<file path="config.mk">
export PLATFORM = sky130hd
export DESIGN_NAME = comb_gray_dec
export DESIGN_NICKNAME = d
export VERILOG_FILES = /design/src/rtl/comb_pkg.sv /design/src/rtl/comb_sat_acc.sv /design/src/rtl/comb_gray_dec.sv
export SDC_FILE = /design/constraint.sdc
export NUM_CORES = 1
export LEC_CHECK = 0
export ABC_AREA = 0
export ABC_CLOCK_PERIOD_IN_PS = 2900
export CORE_MARGIN = 2
export CORE_UTILIZATION = 53
export CTS_BUF_LIST = sky130_fd_sc_hd__clkbuf_8 sky130_fd_sc_hd__clkbuf_16
export DETAILED_ROUTE_END_ITERATION = 8
export DONT_BUFFER_PORTS = 1
export PLACE_DENSITY = 0.65
export SLEW_MARGIN = 20
export SYNTH_ARGS = -nofsm -noshare
export SYNTH_HDL_FRONTEND = slang
export SYNTH_SLANG_ARGS = --single-unit
</file>
<file path="constraint.sdc">
create_clock -name clk -period 2.9 [get_ports clk]
set_input_delay 0.145 -clock clk [delete_from_list [all_inputs] [get_ports clk]]
set_output_delay 0.145 -clock clk [all_outputs]
set_load 0.005 [all_outputs]
</file>
<file path="src/rtl/comb_pkg.sv">
// comb_pkg: definitions shared by the Comb receive-side blocks.
//   state_t    : decoder FSM states (IDLE, DECODE, DONE)
//   COMB_W     : default data width
//   COMB_SUM_W : accumulator width; two extra bits so the sum absorbs a few words
//                before it saturates
package comb_pkg;

    localparam int COMB_W     = 8;
    localparam int COMB_SUM_W = COMB_W + 2;

    typedef enum logic [1:0] {
        IDLE   = 2'd0,
        DECODE = 2'd1,
        DONE   = 2'd2
    } state_t;

endpackage

</file>
<file path="src/rtl/comb_sat_acc.sv">
// comb_sat_acc: saturating accumulator with synchronous clear and add enable.
//   clk, rst_n : clock and asynchronous active-low reset
//   clr        : clear sum to 0 (when add_en is also set, sum takes add_val)
//   add_en     : add add_val to sum this cycle, clamping at all-ones
//   add_val    : DW-bit unsigned addend
//   sum        : SW-bit registered running sum
module comb_sat_acc #(
    parameter int DW = 8,
    parameter int SW = 10
) (
    input  logic          clk,
    input  logic          rst_n,
    input  logic          clr,
    input  logic          add_en,
    input  logic [DW-1:0] add_val,
    output logic [SW-1:0] sum
);

    // One spare bit catches the carry that signals overflow.
    logic [SW:0] total;

    assign total = {1'b0, sum} + (SW+1)'(add_val);

    always_ff @(posedge clk or negedge rst_n) begin
        if (!rst_n) begin
            sum <= '0;
        end else if (clr && add_en) begin
            sum <= SW'(add_val);
        end else if (clr) begin
            sum <= '0;
        end else if (add_en) begin
            sum <= total[SW] ? '1 : total[SW-1:0];
        end
    end

endmodule

</file>
<file path="src/rtl/comb_gray_dec.sv">
// comb_gray_dec: sequential reflected-Gray to binary decoder, one bit per clock, MSB first.
// Optional feature macro: COMB_GRAY_ACC_EN (adds sum_clr/out_sum saturating accumulator).
//   clk, rst_n          : clock, asynchronous active-low reset
//   in_valid/in_ready   : input handshake, in_gray is the Gray word
//   out_valid/out_ready : output handshake, out_bin is the result (0 when not valid)
//   sum_clr, out_sum    : accumulator clear and saturating sum of delivered results
//                         (COMB_GRAY_ACC_EN only)
module comb_gray_dec
    import comb_pkg::*;
#(
    parameter int WIDTH = COMB_W
) (
    input  logic             clk,
    input  logic             rst_n,
    input  logic             in_valid,
    input  logic [WIDTH-1:0] in_gray,
    output logic             in_ready,
    output logic             out_valid,
    input  logic             out_ready,
`ifdef COMB_GRAY_ACC_EN
    input  logic             sum_clr,
    output logic [WIDTH+1:0] out_sum,
`endif
    output logic [WIDTH-1:0] out_bin
);

    localparam int IW = (WIDTH > 1) ? $clog2(WIDTH) : 1;

    state_t           state, state_nx;
    logic [WIDTH-1:0] gray_q;
    logic [WIDTH-1:0] bin_q;
    logic [IW-1:0]    idx;
    logic             prev;     // result bit from the previous (higher) index
    logic             bit_nx;
    logic             accept;
    logic             deliver;

    assign accept  = in_valid && (state == IDLE);
    assign deliver = out_ready && (state == DONE);

    // prev is 0 at the MSB, so the first step reduces to bin[W-1] = g[W-1].
    assign bit_nx = gray_q[idx] ^ prev;

    // State register
    always_ff @(posedge clk or negedge rst_n) begin
        if (!rst_n) begin
            state <= IDLE;
        end else begin
            state <= state_nx;
        end
    end

    // Next-state logic
    always_comb begin
        state_nx = state;
        case (state)
            IDLE:    if (in_valid) state_nx = DECODE;
            DECODE:  if (idx == '0) state_nx = DONE;
            DONE:    if (out_ready) state_nx = IDLE;
            default: state_nx = IDLE;
        endcase
    end

    // Datapath: latch word on acceptance, then resolve one bit per DECODE cycle.
    always_ff @(posedge clk or negedge rst_n) begin
        if (!rst_n) begin
            gray_q <= '0;
            bin_q  <= '0;
            idx    <= '0;
            prev   <= 1'b0;
        end else if (accept) begin
            gray_q <= in_gray;
            bin_q  <= '0;
            idx    <= IW'(WIDTH - 1);
            prev   <= 1'b0;
        end else if (state == DECODE) begin
            bin_q[idx] <= bit_nx;
            prev       <= bit_nx;
            idx        <= idx - 1'b1;
        end
    end

    // Outputs depend only on registered state.
    assign in_ready  = (state == IDLE);
    assign out_valid = (state == DONE);
    assign out_bin   = (state == DONE) ? bin_q : '0;

`ifdef COMB_GRAY_ACC_EN
    comb_sat_acc #(
        .DW (WIDTH),
        .SW (WIDTH + 2)
    ) u_acc (
        .clk     (clk),
        .rst_n   (rst_n),
        .clr     (sum_clr),
        .add_en  (deliver),
        .add_val (out_bin),
        .sum     (out_sum)
    );
`else
    // Without the accumulator the delivery strobe has no consumer.
    logic unused_deliver;
    assign unused_deliver = deliver;
`endif

endmodule

</file>
# Word-level counts from Yosys, hierarchy flattened
# Cells that the tools add are included.
# word_totals
ff_bits,22
out_inout_bits,10
in_bits,12
# classes
n_eq_ne,5
order_cmp,2
n_reduce_logical,6
n_mux,16
bitwise,1
n_addsub,1
# op_table
op,count
8-bit 2-to-1 mux,3
8-bit bitwise mux,1
2-bit 2-to-1 mux,3
3-bit 2-to-1 mux,2
2-bit one-hot mux with 3 select lines,1
"3-bit by 4-bit < comparator with 1-bit output, second input constant",1
1-bit 2-to-1 mux,4
"2-bit inequality test, second input constant",2
1-bit binary-select mux with 3-bit select,1
1-bit demux with 3-bit select,1
"3-bit by 1-bit >= comparator with 1-bit output, second input constant",1
3-bit logical NOT,1
3-bit AND reduction,1
"3-bit by 1-bit subtractor with 3-bit output, second input constant",1
"2-bit by 1-bit equality test with 1-bit output, second input constant",1
"2-bit equality test, second input constant",1
1-bit logical AND,2
2-bit logical NOT,1
"2-bit by 1-bit inequality test with 1-bit output, second input constant",1
2-bit nonzero test,1
1-bit bitwise XOR,1

# Depth between registers and ports, before layout
# logic_depth
depth_word,7
ltp_mapped,6
mapped_depth_nobuf,5

# Least setup slack after synthesis
# Ideal clock, no wire load.
# synth_timing
path_kind,reg-to-reg
from,register idx[0]
to,register prev
setup_time_ps,122
setup_slack_ps,1253
path_stages_with_launch,7
arrival_ps,1526
path_buffers,1
cell_sequence,dfrtp_1 > buf_6 > inv_1 > nor3_1 > a21o_1 > or3_1 > a32o_1
# synth_via
elab_chain_cells,5
# synth_lines
item,line,source
from (decl),comb_gray_dec.sv:32,logic [IW-1:0] idx;
from (signal assigned),comb_gray_dec.sv:74,idx <= IW'(WIDTH - 1);
from (signal assigned),comb_gray_dec.sv:79,idx <= idx - 1'b1;
1-bit binary-select mux with 3-bit select,comb_gray_dec.sv:42,assign bit_nx = gray_q[idx] ^ prev;
1-bit 2-to-1 mux (not written as such),comb_gray_dec.sv:42,
1-bit bitwise XOR,comb_gray_dec.sv:42,
1-bit 2-to-1 mux,comb_gray_dec.sv:76,end else if (state == DECODE) begin
1-bit 2-to-1 mux,comb_gray_dec.sv:71,end else if (accept) begin
to (signal assigned),comb_gray_dec.sv:78,prev <= bit_nx;
to (decl),comb_gray_dec.sv:33,logic prev;
# No other way between the ends. The select of a mux whose other input is x is not followed.
# A chain may end at the register's enable or synchronous reset.

# Final worst setup path
# layout_timing
from,register idx[1]
to,register prev
# Same word-level chain as after synthesis.

==> metrics.yaml <==
run_status:
  run_status: "completed"
timing:
  report.final.slew_viol_count: 0
  post-route-min-period_ns: 1.93
  setup-violations-final: 0
  setup_tns_ns: 0
  final.hold.worst_slack_ns: 0.00248
  max_freq_mhz: 519
  finClkSkew_ns: 0.00622
  grt_setup_unrepaired: "false"
  max_slew.worst_pin.slew_ns: 0.957
  hold_viol: 0
  headroom_to_the_max_slew_limit_pct: 36.0
  final_period_utilization_pct: 66.5
  setup_ws_ns: 0.972
placed_design:
  buffer_ports.inserted: 0
  place.gp.congestion: 0.880
  place_ws_ns: 0.998
  dpl.hpwl_um: 1670
clocking:
  root_buffer_master: "clkbuf_8"
  worst_setup_hold_path_clk_slew_ns: 0.07
  number_of_cells_upsized_or_downsized_after_cts: 0
  clockBufferDepth: 2
  cts_sinks: 22
  cts_htree_levels: 1
  cts-buffers-inserted: 3
  tritoncts: "done"
  clock_insertion_delay_worst_skew_ns: 0.26
worst_setup_path:
  worst-path-buf-inv: 0
  start_kind: "flop"
  crit_slowest_cell: "dfrtp_1"
  worst_setup_path_end_kind: "flop"
  timing.critical_path.required_ns: 3.04
  crit_path_cell_trace: "mux2i_1 > nor3_1 > a21o_1 > or3_1 > a32o_1"
  worst-endpoint-arrival_ns: 2.07
  crit_path_max_fanout: 13
  cp_top_family: "flip-flops"
  cp_slowest_stage_delay_ns: 0.60
  path_class: "flop to flop"
drt:
  drc_errors: 0
  drt-vias-per-instance: 5.68
  dr_total_vias: 954
  dr.pass1.iters: 4
  number_of_nets_with_antenna_violations_after_detailed_routing: 0
  wl_per_cell_um: 14.7
  drtIter0Drc: 21
  route.final.wire_length_um: 2460
yosys:
  syn-mean-instance-area_um2: 8.86
  ys_seq_elements: 22
  synth-seq-area-share_pct: 45.7
  syn-instance-count: 136
  synthesis.area_um2: 1200
  dominantRegCellSynth: "dfrtp_1"
  synth_cell_types: 36
  synthesis.nets: 150
  synth_edf_count: 0
  synth.yosys.warnings: 0
  postSynth.asyncResetShare_pct: 100
power_and_ir_drop:
  seq_power_share_pct: 43.8
  clock_power_share_pct: 13.9
  cellInternalPower_uw: 768
  switching_share_pct: 42.2
  p_sw_uw: 562
  comb_power_share_pct: 42.2
  p_leak_uw: 0.000595
  irDropWorstVdd_v: 0.000613
  power_density_nw_per_um2: 1000
hold_path:
  hp-class: "primary input to flop"
finish:
  final_nets: 156
  synthToLayoutAreaGrowth_pct: 9.97
  drive_gt1_share_pct: 3.57
  diodes: 0
floorplanning:
  die_area_um2: 2670
  num_rows: 17
  floorplan.die.height_um: 51.7
  ios: 22
  die_width_um: 51.7
  effective_utilization_at_floorplan_pct: 55.0
  floorplan.core_area_um2: 2190
grt:
  initial_antenna_violation_count: 0
  first_global_vias: 897
  pin_count_of_the_biggest_net_entering_global_routing: 23
  global_route_wire_length_before_repair_um: 3980
  globalRouteOverflowTotal: 0
  track_usage_pct: 20.1
run:
  maxCapViolations: 0
[state kept, by name, summed over array words and instances, names as in the netlist]
name    flops
bin_q       8
gray_q      8
idx         3
state       2
prev        1
[power by group through the flow]
stage	registers [µW]	logic, µW	clock network [µW]
after floorplan	500	531	0
after global placement	581	534	0
after detailed placement	586	546	0
after CTS	579	564	191
after global routing	603	636	203
final	583	561	185
[synth_stat cells (2+ instances only)]
cell       n  area, µm²
nor4_1     2       12.5
nand2_1   29        109
a22oi_1    2       15.0
nor2_1     5       18.8
inv_1      4       15.0
a32oi_1    2       17.5
o31ai_1    2       15.0
nand4_1    3       18.8
and2_1    10       62.6
nor3_1     6       30.0
ha_1       2       25.0
nor2b_1    2       12.5
clkbuf_1   4       15.0
buf_2      2       10.0
a32o_1     2       20.0
o211ai_1   2       15.0
a21oi_1    2       10.0
mux2i_1    4       40.0
nand3_1    9       45.0
o21ai_0    4       20.0
dfrtp_1   22        551
or3_1      2       12.5
[through the flow]
| step | total power [µW] | std cells | area, µm² | utilization [%] |
|---|---|---|---|---|
| 2_1_floorplan | 1030 | 136 | 1200 | - |
| 3_3_place_gp | 1110 | 157 | 1200 | 54.9 |
| 3_5_place_dp | 1130 | 157 | 1200 | 54.9 |
| 4_1_cts | 1330 | 168 | 1330 | 60.5 |
| 5_1_grt | 1440 | 168 | 1330 | 60.5 |
| 6_report | 1330 | 168 | 1330 | 60.5 |
[path summary, 6_finish.rpt]
path	from	cells past startpoint	slack [ns]	endpoint
max	idx[1]	5	0.97	prev
min	in_gray[1]	2	0.002	gray_q[1]
max reg2reg	idx[1]	5	0.97	prev
min reg2reg	gray_q[3]	2	0.48	gray_q[3]
max in group asynchronous	rst_n	1	1.83	gray_q[1]
min in group asynchronous	rst_n	1	0.48	bin_q[3]
[layout by cell type, fill, tap and decap left out, drive strengths merged, types with 2 or more instances in the layout]
master,instances
inv,4
dfrtp,22
a22oi,2
o211ai,2
nor4,2
nor2,5
a32oi,2
or3,2
clkbuf,3
nand4,3
o21ai,5
nand3,9
mux2i,4
a32o,2
nand2,29
and2,10
nor3,6
ha,2
o31ai,2
dlygate4sd3,8
nor2b,2
a21oi,2
[cell type report]
cell class / count / area (µm²)
flip-flops and latches: 22 / 551
inverters: 4 / 15.0
repair buffers: 8 / 80.1
well taps: 28 / 35.0
multi-input cells: 103 / 603
fillers: 192 / 866
clock buffers: 3 / 41.3
[metal layers]
metal | GRT usage, % | part of all wire [%] | up-vias
met5 | 0 | 0 | -
met4 | 4.39 | 0.57 | 0
met3 | 4.02 | 3.2 | 2
met2 | 35.3 | 50 | 23
met1 | 25.7 | 46 | 442
li1 | - | - | 487
[kinds of logic after synthesis]
family | share of synthesized area (%)
XOR/XNOR | 0.727
adder cells (fa/ha/maj) | 2.08
multiplexers | 3.32
flip-flops | 45.7
AO/OA/AOI/OAI | 15.0
AND/OR/NAND/NOR | 29.0
buffers and inverters | 4.26
[repair_timing]
| item | 4_1_cts | 5_1_grt |
|---|---|---|
| buffers inserted | 0 | 0 |
| hold endpoints to repair | 29 | 0 |
| hold buffers | 8 | 0 |
Power figures use the tool's default switching activity.
